`src/rtl/serdes_tx_sched.sv`:
```
// serdes_tx_sched
//   Transmit-side scheduler that shares one serializer byte input between
//   N_REQ byte producers. After enable, it sends TRAIN_LEN SYNC bytes as a
//   link-training preamble. It then offers one slot every DATA_W clocks,
//   arbitrated round-robin. Empty slots either carry a SYNC fill byte
//   (IDLE_FILL=1) or no load at all (IDLE_FILL=0).
//
// Ports
//   clk       in   rising-edge clock
//   nreset    in   asynchronous reset, active-low
//   enable    in   link enable, sampled at slot decision edges only
//   req       in   per-requester byte pending, held until granted
//   req_data  in   requester i byte at [i*DATA_W +: DATA_W]
//   grant     out  one-hot pulse, coincident with ser_load, byte taken
//   ser_load  out  pulse: serializer loads ser_data this clock
//   ser_data  out  byte to serializer, held between loads
//   ser_sync  out  qualifies ser_load: byte is a training/fill SYNC
//   trained   out  preamble complete (RUN state)
//   sent_cnt  out  granted data bytes, wrapping 16-bit count
module serdes_tx_sched #(
    parameter int                N_REQ     = 4,
    parameter int                DATA_W    = 8,
    parameter logic [DATA_W-1:0] SYNC_BYTE = 8'hBC,
    parameter int                TRAIN_LEN = 4,
    parameter bit                IDLE_FILL = 1'b1
) (
    input  logic                      clk,
    input  logic                      nreset,
    input  logic                      enable,
    input  logic [N_REQ-1:0]          req,
    input  logic [N_REQ*DATA_W-1:0]   req_data,
    output logic [N_REQ-1:0]          grant,
    output logic                      ser_load,
    output logic [DATA_W-1:0]         ser_data,
    output logic                      ser_sync,
    output logic                      trained,
    output logic [15:0]               sent_cnt
);

    localparam int CNT_W = (DATA_W > 1) ? $clog2(DATA_W) : 1;
    localparam int PTR_W = $clog2(N_REQ);
    localparam int TRN_W = $clog2(TRAIN_LEN + 1);

    typedef enum logic [1:0] {
        ST_IDLE  = 2'd0,
        ST_TRAIN = 2'd1,
        ST_RUN   = 2'd2
    } state_t;

    state_t             state, state_nxt;
    logic [CNT_W-1:0]   slot_cnt, slot_nxt;
    logic [TRN_W-1:0]   train_cnt, train_nxt;
    logic [PTR_W-1:0]   rr_ptr, rr_nxt;
    logic [N_REQ-1:0]   grant_nxt;
    logic               load_nxt;
    logic [DATA_W-1:0]  data_nxt;
    logic               sync_nxt;
    logic               trained_nxt;
    logic [15:0]        sent_nxt;

    logic               slot_end;
    logic               pick_vld;
    logic [PTR_W-1:0]   pick_idx;

    // Index arithmetic modulo N_REQ for values in 0 .. 2*N_REQ-1; avoids a
    // general modulo operator for non-power-of-two requester counts.
    function automatic logic [PTR_W-1:0] wrap_idx(input int v);
        return (v >= N_REQ) ? PTR_W'(v - N_REQ) : PTR_W'(v);
    endfunction

    assign slot_end = (slot_cnt == CNT_W'(DATA_W - 1));

    // Round-robin pick: first set request scanning upward from rr_ptr.
    always_comb begin
        pick_vld = 1'b0;
        pick_idx = '0;
        for (int k = 0; k < N_REQ; k++) begin
            if (!pick_vld && req[wrap_idx(int'(rr_ptr) + k)]) begin
                pick_vld = 1'b1;
                pick_idx = wrap_idx(int'(rr_ptr) + k);
            end
        end
    end

    // Next-state and next-output logic; every output is registered below.
    always_comb begin
        state_nxt   = state;
        slot_nxt    = slot_cnt;
        train_nxt   = train_cnt;
        rr_nxt      = rr_ptr;
        grant_nxt   = '0;
        load_nxt    = 1'b0;
        data_nxt    = ser_data;
        sync_nxt    = ser_sync;
        trained_nxt = trained;
        sent_nxt    = sent_cnt;

        case (state)
            ST_IDLE: begin
                slot_nxt = '0;
                if (enable) begin
                    // First preamble byte goes out on the very next clock.
                    state_nxt = ST_TRAIN;
                    train_nxt = TRN_W'(1);
                    load_nxt  = 1'b1;
                    data_nxt  = SYNC_BYTE;
                    sync_nxt  = 1'b1;
                end
            end

            default: begin
                slot_nxt = slot_end ? '0 : slot_cnt + 1'b1;
                if (slot_end) begin
                    if (!enable) begin
                        // Enable wins over any pending request at this edge.
                        state_nxt   = ST_IDLE;
                        trained_nxt = 1'b0;
                        slot_nxt    = '0;
                    end else if (state == ST_TRAIN &&
                                 train_cnt != TRN_W'(TRAIN_LEN)) begin
                        train_nxt = train_cnt + 1'b1;
                        load_nxt  = 1'b1;
                        data_nxt  = SYNC_BYTE;
                        sync_nxt  = 1'b1;
                    end else begin
                        // End of the last training slot is already a RUN
                        // decision, so a pending request is served here.
                        state_nxt   = ST_RUN;
                        trained_nxt = 1'b1;
                        if (pick_vld) begin
                            grant_nxt[pick_idx] = 1'b1;
                            load_nxt = 1'b1;
                            data_nxt = req_data[int'(pick_idx)*DATA_W +: DATA_W];
                            sync_nxt = 1'b0;
                            rr_nxt   = wrap_idx(int'(pick_idx) + 1);
                            sent_nxt = sent_cnt + 16'd1;
                        end else if (IDLE_FILL) begin
                            load_nxt = 1'b1;
                            data_nxt = SYNC_BYTE;
                            sync_nxt = 1'b1;
                        end
                    end
                end
            end
        endcase
    end

    always_ff @(posedge clk or negedge nreset) begin
        if (!nreset) begin
            state     <= ST_IDLE;
            slot_cnt  <= '0;
            train_cnt <= '0;
            rr_ptr    <= '0;
            grant     <= '0;
            ser_load  <= 1'b0;
            ser_data  <= '0;
            ser_sync  <= 1'b0;
            trained   <= 1'b0;
            sent_cnt  <= '0;
        end else begin
            state     <= state_nxt;
            slot_cnt  <= slot_nxt;
            train_cnt <= train_nxt;
            rr_ptr    <= rr_nxt;
            grant     <= grant_nxt;
            ser_load  <= load_nxt;
            ser_data  <= data_nxt;
            ser_sync  <= sync_nxt;
            trained   <= trained_nxt;
            sent_cnt  <= sent_nxt;
        end
    end

endmodule

```
`config.mk`:
```
export PLATFORM = sky130hd
export DESIGN_NAME = serdes_tx_sched
export DESIGN_NICKNAME = d
export VERILOG_FILES = /design/src/rtl/serdes_tx_sched.sv
export SDC_FILE = /design/constraint.sdc
export NUM_CORES = 1
export LEC_CHECK = 0
export CAP_MARGIN = 20
export CORE_MARGIN = 5
export CORE_UTILIZATION = 49
export DETAILED_ROUTE_END_ITERATION = 10
export PLACE_DENSITY_LB_ADDON = 0.3
export RECOVER_POWER = 25
export SLEW_MARGIN = 20
export SYNTH_ARGS = -nofsm -noshare
export SYNTH_HDL_FRONTEND = slang
export SYNTH_SLANG_ARGS = --single-unit
```
`constraint.sdc`:
```
create_clock -name clk -period 3.6 [get_ports clk]
set_input_delay 1.08 -clock clk [delete_from_list [all_inputs] [get_ports clk]]
set_output_delay 1.08 -clock clk [all_outputs]
set_load 0.005 [all_outputs]
```
* After elaboration in Yosys (flattened, before gate mapping)
Index checks and enable logic that the tools add are counted.
** Cells by class
- Shifts and indexed selects :: 1
- Add/subtract/negate cells :: 12
- Reduce and logical (&&, ||, !) cells :: 16
- Bitwise logic cells :: 2
- Multiplexer cells :: 59
- Equality and inequality tests :: 7
- $lt $le $gt $ge :: 11
** Operators by type and width (count)
- 2-to-1 mux 8 bit :: 6
- indexed part select 32 x 6 -> 8 bit :: 1
- 2-to-1 mux 2 bit :: 14
- 2-to-1 mux 3 bit :: 9
- 2-to-1 mux 1 bit :: 20
- 2-to-1 mux 4 bit :: 5
- adder 16 x 1 -> 16 bit, second input constant :: 1
- < comparator 2 x 3 -> 1 bit, second input constant :: 5
- greater-or-equal comparator 3 bit, second input constant :: 4
- subtractor 2 x 1 -> 2 bit, second input constant :: 5
- AND reduction 3 bit :: 3
- binary-select mux 1 bit (select 2 bit) :: 4
- adder 2 x 1 -> 3 bit, second input constant :: 2
- adder 2 x 2 -> 3 bit, second input constant :: 2
- adder 3 x 1 -> 3 bit, second input constant :: 2
- != test 2 bit, second input constant :: 3
- logical AND 1 bit :: 5
- AND reduction 5 bit :: 1
- AND reduction 4 bit :: 1
- nonzero test 2 bit :: 2
- == test 3 bit, second input constant :: 1
- greater-or-equal comparator 2 x 3 -> 1 bit, second input constant :: 1
- logical NOT 1 bit :: 3
- != test 3 x 2 -> 1 bit, second input constant :: 1
- other kinds (6) :: 7
** Storage, ports and cells
- Input port bits :: 39
- Output and inout bits :: 31
- Flip-flop bits (word level) :: 41
- Logic and storage cells :: 118

* Depth between registers and ports, before layout
- Depth after elaboration :: 23
- Mapped depth :: 8
- Mapped depth without buffers :: 7

* Worst setup path before layout
No wires, ideal clock.
- Kind :: input-to-reg
- Start point :: in enable
- End point :: reg sent_cnt[15]
- Slack :: 1.177 ns
- Path buffers :: 2
- Data arrival time :: 2.301 ns
- Library setup time :: 0.123 ns
- Data required time :: 3.477 ns
- Stages on the path :: 7
- Cells stage by stage :: buf_2 inv_2 nor4b_4 and4_1 buf_4 nand4_2 xnor2_1
** On the way
- Word-level cells in the longest chain between the ends :: 1
** Ends and longest elaborated chain
- from (decl) :: line 29 : input logic enable,
- AND reduction 5 bit (no line)
- to (signal assigned) :: line 170 : sent_cnt <= sent_nxt;
- to (decl) :: line 37 : output logic [15:0] sent_cnt
Every way passes these cells.
A chain may end at the register's enable or synchronous reset.

* Worst setup path in the final report
Same ends and word-level chain as after synthesis.

==> impl_metrics.env <==
export IMPL_num_vias=1854
export IMPL_comb_power_share_pct=39.6
export IMPL_hpwl_mm=3.69
export IMPL_power_uw=1640
export IMPL_dpl_instance_area_um2=2790
export IMPL_swShare_pct=34.3
export IMPL_holdWs_ns=0.450
export IMPL_critical_path_class="input port to flop"
export IMPL_cts_sinks=41
export IMPL_syn_cell_area_um2=2060
export IMPL_drcViolationCount=0
export IMPL_hold_viol=0
export IMPL_syn_to_final_growth_pct=39.9
export IMPL_startpoint_type="input port"
export IMPL_die_h_um=74.9
export IMPL_layout_min_cycle_time_ns=2.85
export IMPL_finalMaxSlewViolations=42
export IMPL_port_buffers=69
export IMPL_sequentialPowerShare_pct=40.5
export IMPL_synth_distinct_cells=37
export IMPL_cp_max_fo=9
export IMPL_num_rows=23
export IMPL_die_area_um2=5610
export IMPL_grt_usage_pct=19.0
export IMPL_layout_worst_path_cycle_share_pct=79.1
export IMPL_worstSkewPairLatency_ns=0.29
export IMPL_fin_cells=331
export IMPL_leakagePower_uw=0.00123
export IMPL_clkPwrFrac_pct=19.8
export IMPL_initial_core_util_pct=51.2
export IMPL_max_slew_margin_rel_pct=-43.4
export IMPL_syn_mean_instance_area_um2=9.78
export IMPL_ant_nets=0
export IMPL_yosys_register_bits=41
export IMPL_core_um2=4030
export IMPL_rsz0062_at_grt="false"
export IMPL_cts_resized=0
export IMPL_ir_drop_v=0.000277
export IMPL_dr_pass1_iters=4
export IMPL_cts_buffer_depth=2
export IMPL_tightest_slew_ns=2.15
export IMPL_overflow=0
export IMPL_grt_max_degree=42
export IMPL_p_per_area_nw_per_um2=568
export IMPL_drtIter0Drc=83
export IMPL_dpl_cell_count=323
export IMPL_postCtsSetupBuffers=0
export IMPL_via_per_inst=5.60
export IMPL_ys_seq_area_share_pct=49.7
export IMPL_layout_commonest_cell="clkdlybuf4s50_1"
export IMPL_finClkSkew_ns=0.00640
export IMPL_fill_cells=306
export IMPL_grt_pass1_wl_mm=8.05
export IMPL_wl_per_cell_um=14.8
export IMPL_rrSetupSlack_ns=1.41
export IMPL_grt_pass1_vias=1759
export IMPL_ys_warnings_count=0
export IMPL_hold_buffers=0
export IMPL_violations="capacitance limit, slew limit"
export IMPL_n_antenna_cell=0
export IMPL_cts_clk_slew_worst_paths_ns=0.07
export IMPL_synth_fp_nets=255
export IMPL_layout_common_cells="clkdlybuf4s50_1 (68), dfrtp_1 (41), nand2_1 (21), nand3_1 (16), nor2_1 (14)"
export IMPL_outcome="finished, violations left"
export IMPL_max_freq_mhz=351
export IMPL_internal_power_uw=1080
export IMPL_final_area_um2=2890
export IMPL_antenna_found_initial=0
export IMPL_power_switching_uw=563
export IMPL_cp_required_ns=3.78
export IMPL_cts_root_buf="clkbuf_8"
export IMPL_tns_ns=0
export IMPL_hp_class="flop to flop"
export IMPL_fin_nets=324
export IMPL_synth_cells=211
export IMPL_setup_viol_count_final=0
export IMPL_pin_count=70
export IMPL_die_w_um=74.9
export IMPL_cts_tree="yes"
export IMPL_finalWirelength_mm=4.90
export IMPL_crit_arrival_ns=3.02
export IMPL_place_congestion=0.883
export IMPL_critPathCaptureType="flop"
export IMPL_drive_gt1_share_pct=5.69
export IMPL_htree_levels=2
export IMPL_numCtsBuffers=5
export IMPL_drv_cap=1
routing by layer:
layer  GRT usage [%]  wire (µm)  vias up
met1            24.1       2010      865
met4            8.10         94        0
met5               0          0        -
met2            29.0       2220       85
met3            7.21        573       10
li1                -          -      894
through the flow:
stage / util [%] / setup WS, ns
5_1_grt: 71.6 / 0.365
6_report: 71.6 / 0.754
3_3_place_gp: 69.2 / 0.472
4_1_cts: 71.7 / 0.757
2_1_floorplan: - / 1.18
3_5_place_dp: 69.2 / 0.451
state kept, by name, summed over array words and instances, names as in the netlist:
name / flops
grant: 4
ser_load: 1
rr_ptr: 2
trained: 1
ser_data: 8
train_cnt: 3
state: 2
ser_sync: 1
sent_cnt: 16
slot_cnt: 3
synth_stat cells, drive strengths merged:
library cell  count  share of area [%]
nor2             14                2.5
a31oi            11                3.3
xnor2            13                5.5
xor2              2               0.85
or2               1               0.30
mux2i             1               0.49
and3              3               0.91
and2              8                2.4
and4              1               0.42
o31ai             4                1.5
a32o              1               0.49
buf               4                1.0
nand2            21                3.8
o21ai            12                2.9
nor2b             1               0.30
nand3            16                3.9
o211ai            1               0.36
a21oi             6                1.5
ha                5                3.0
nor4b             1                1.2
a21o              6                2.2
a221oi            7                3.0
clkbuf            5               0.91
dfrtp            41                 50
inv              10                1.8
nor3              4               0.97
o22ai             2               0.61
nand2b            3               0.91
o32a              1               0.49
o22a              1               0.42
a2111oi           1               0.73
nand4             3                1.2
or4               1               0.36
power groups by stage:
| stage | clock (µW) | sequential [µW] | combinational (µW) |
|---|---|---|---|
| after floorplan | 0 | 665 | 357 |
| after global placement | 0 | 670 | 630 |
| after detailed placement | 0 | 672 | 652 |
| after CTS | 335 | 664 | 658 |
| after global routing | 356 | 683 | 724 |
| final | 326 | 665 | 650 |
final timing paths:
path,start,endpoint,depth (start not counted)
setup / recovery,enable,sent_cnt[15],6
max in group asynchronous,nreset,sent_cnt[3],1
min in group asynchronous,nreset,train_cnt[1],1
setup reg to reg,train_cnt[0],sent_cnt[15],7
hold / removal,slot_cnt[0],slot_cnt[0],1
hold reg to reg,slot_cnt[0],slot_cnt[0],1
cells by family after synthesis:
| group | count (synthesis) | share of synthesized area [%] |
|---|---|---|
| simple gates | 77 | 19.2 |
| flops | 41 | 49.7 |
| fa+ha+maj | 5 | 3.03 |
| xor+xnor | 15 | 6.37 |
| compound gates | 53 | 17.4 |
| buf+inv | 19 | 3.76 |
| mux | 1 | 0.485 |
final cells by class:
type	instances	area [µm²]	share of cell area, %
well taps	50	62.6	2.17
flip-flops and latches	41	1030	35.5
inverters	10	37.5	1.30
multi-input cells	151	960	33.2
clock buffers	7	96.3	3.34
clock inverters	1	5.00	0.173
repair buffers	71	699	24.2
worst max-delay path, stage by stage:
cell             delay (ns)
clkdlybuf4s50_1        0.62
inv_2                  0.12
nor4b_4                0.50
and4_1                 0.42
nand4_2                0.14
xnor2_1                0.14
(Power assumes the default switching activity.)
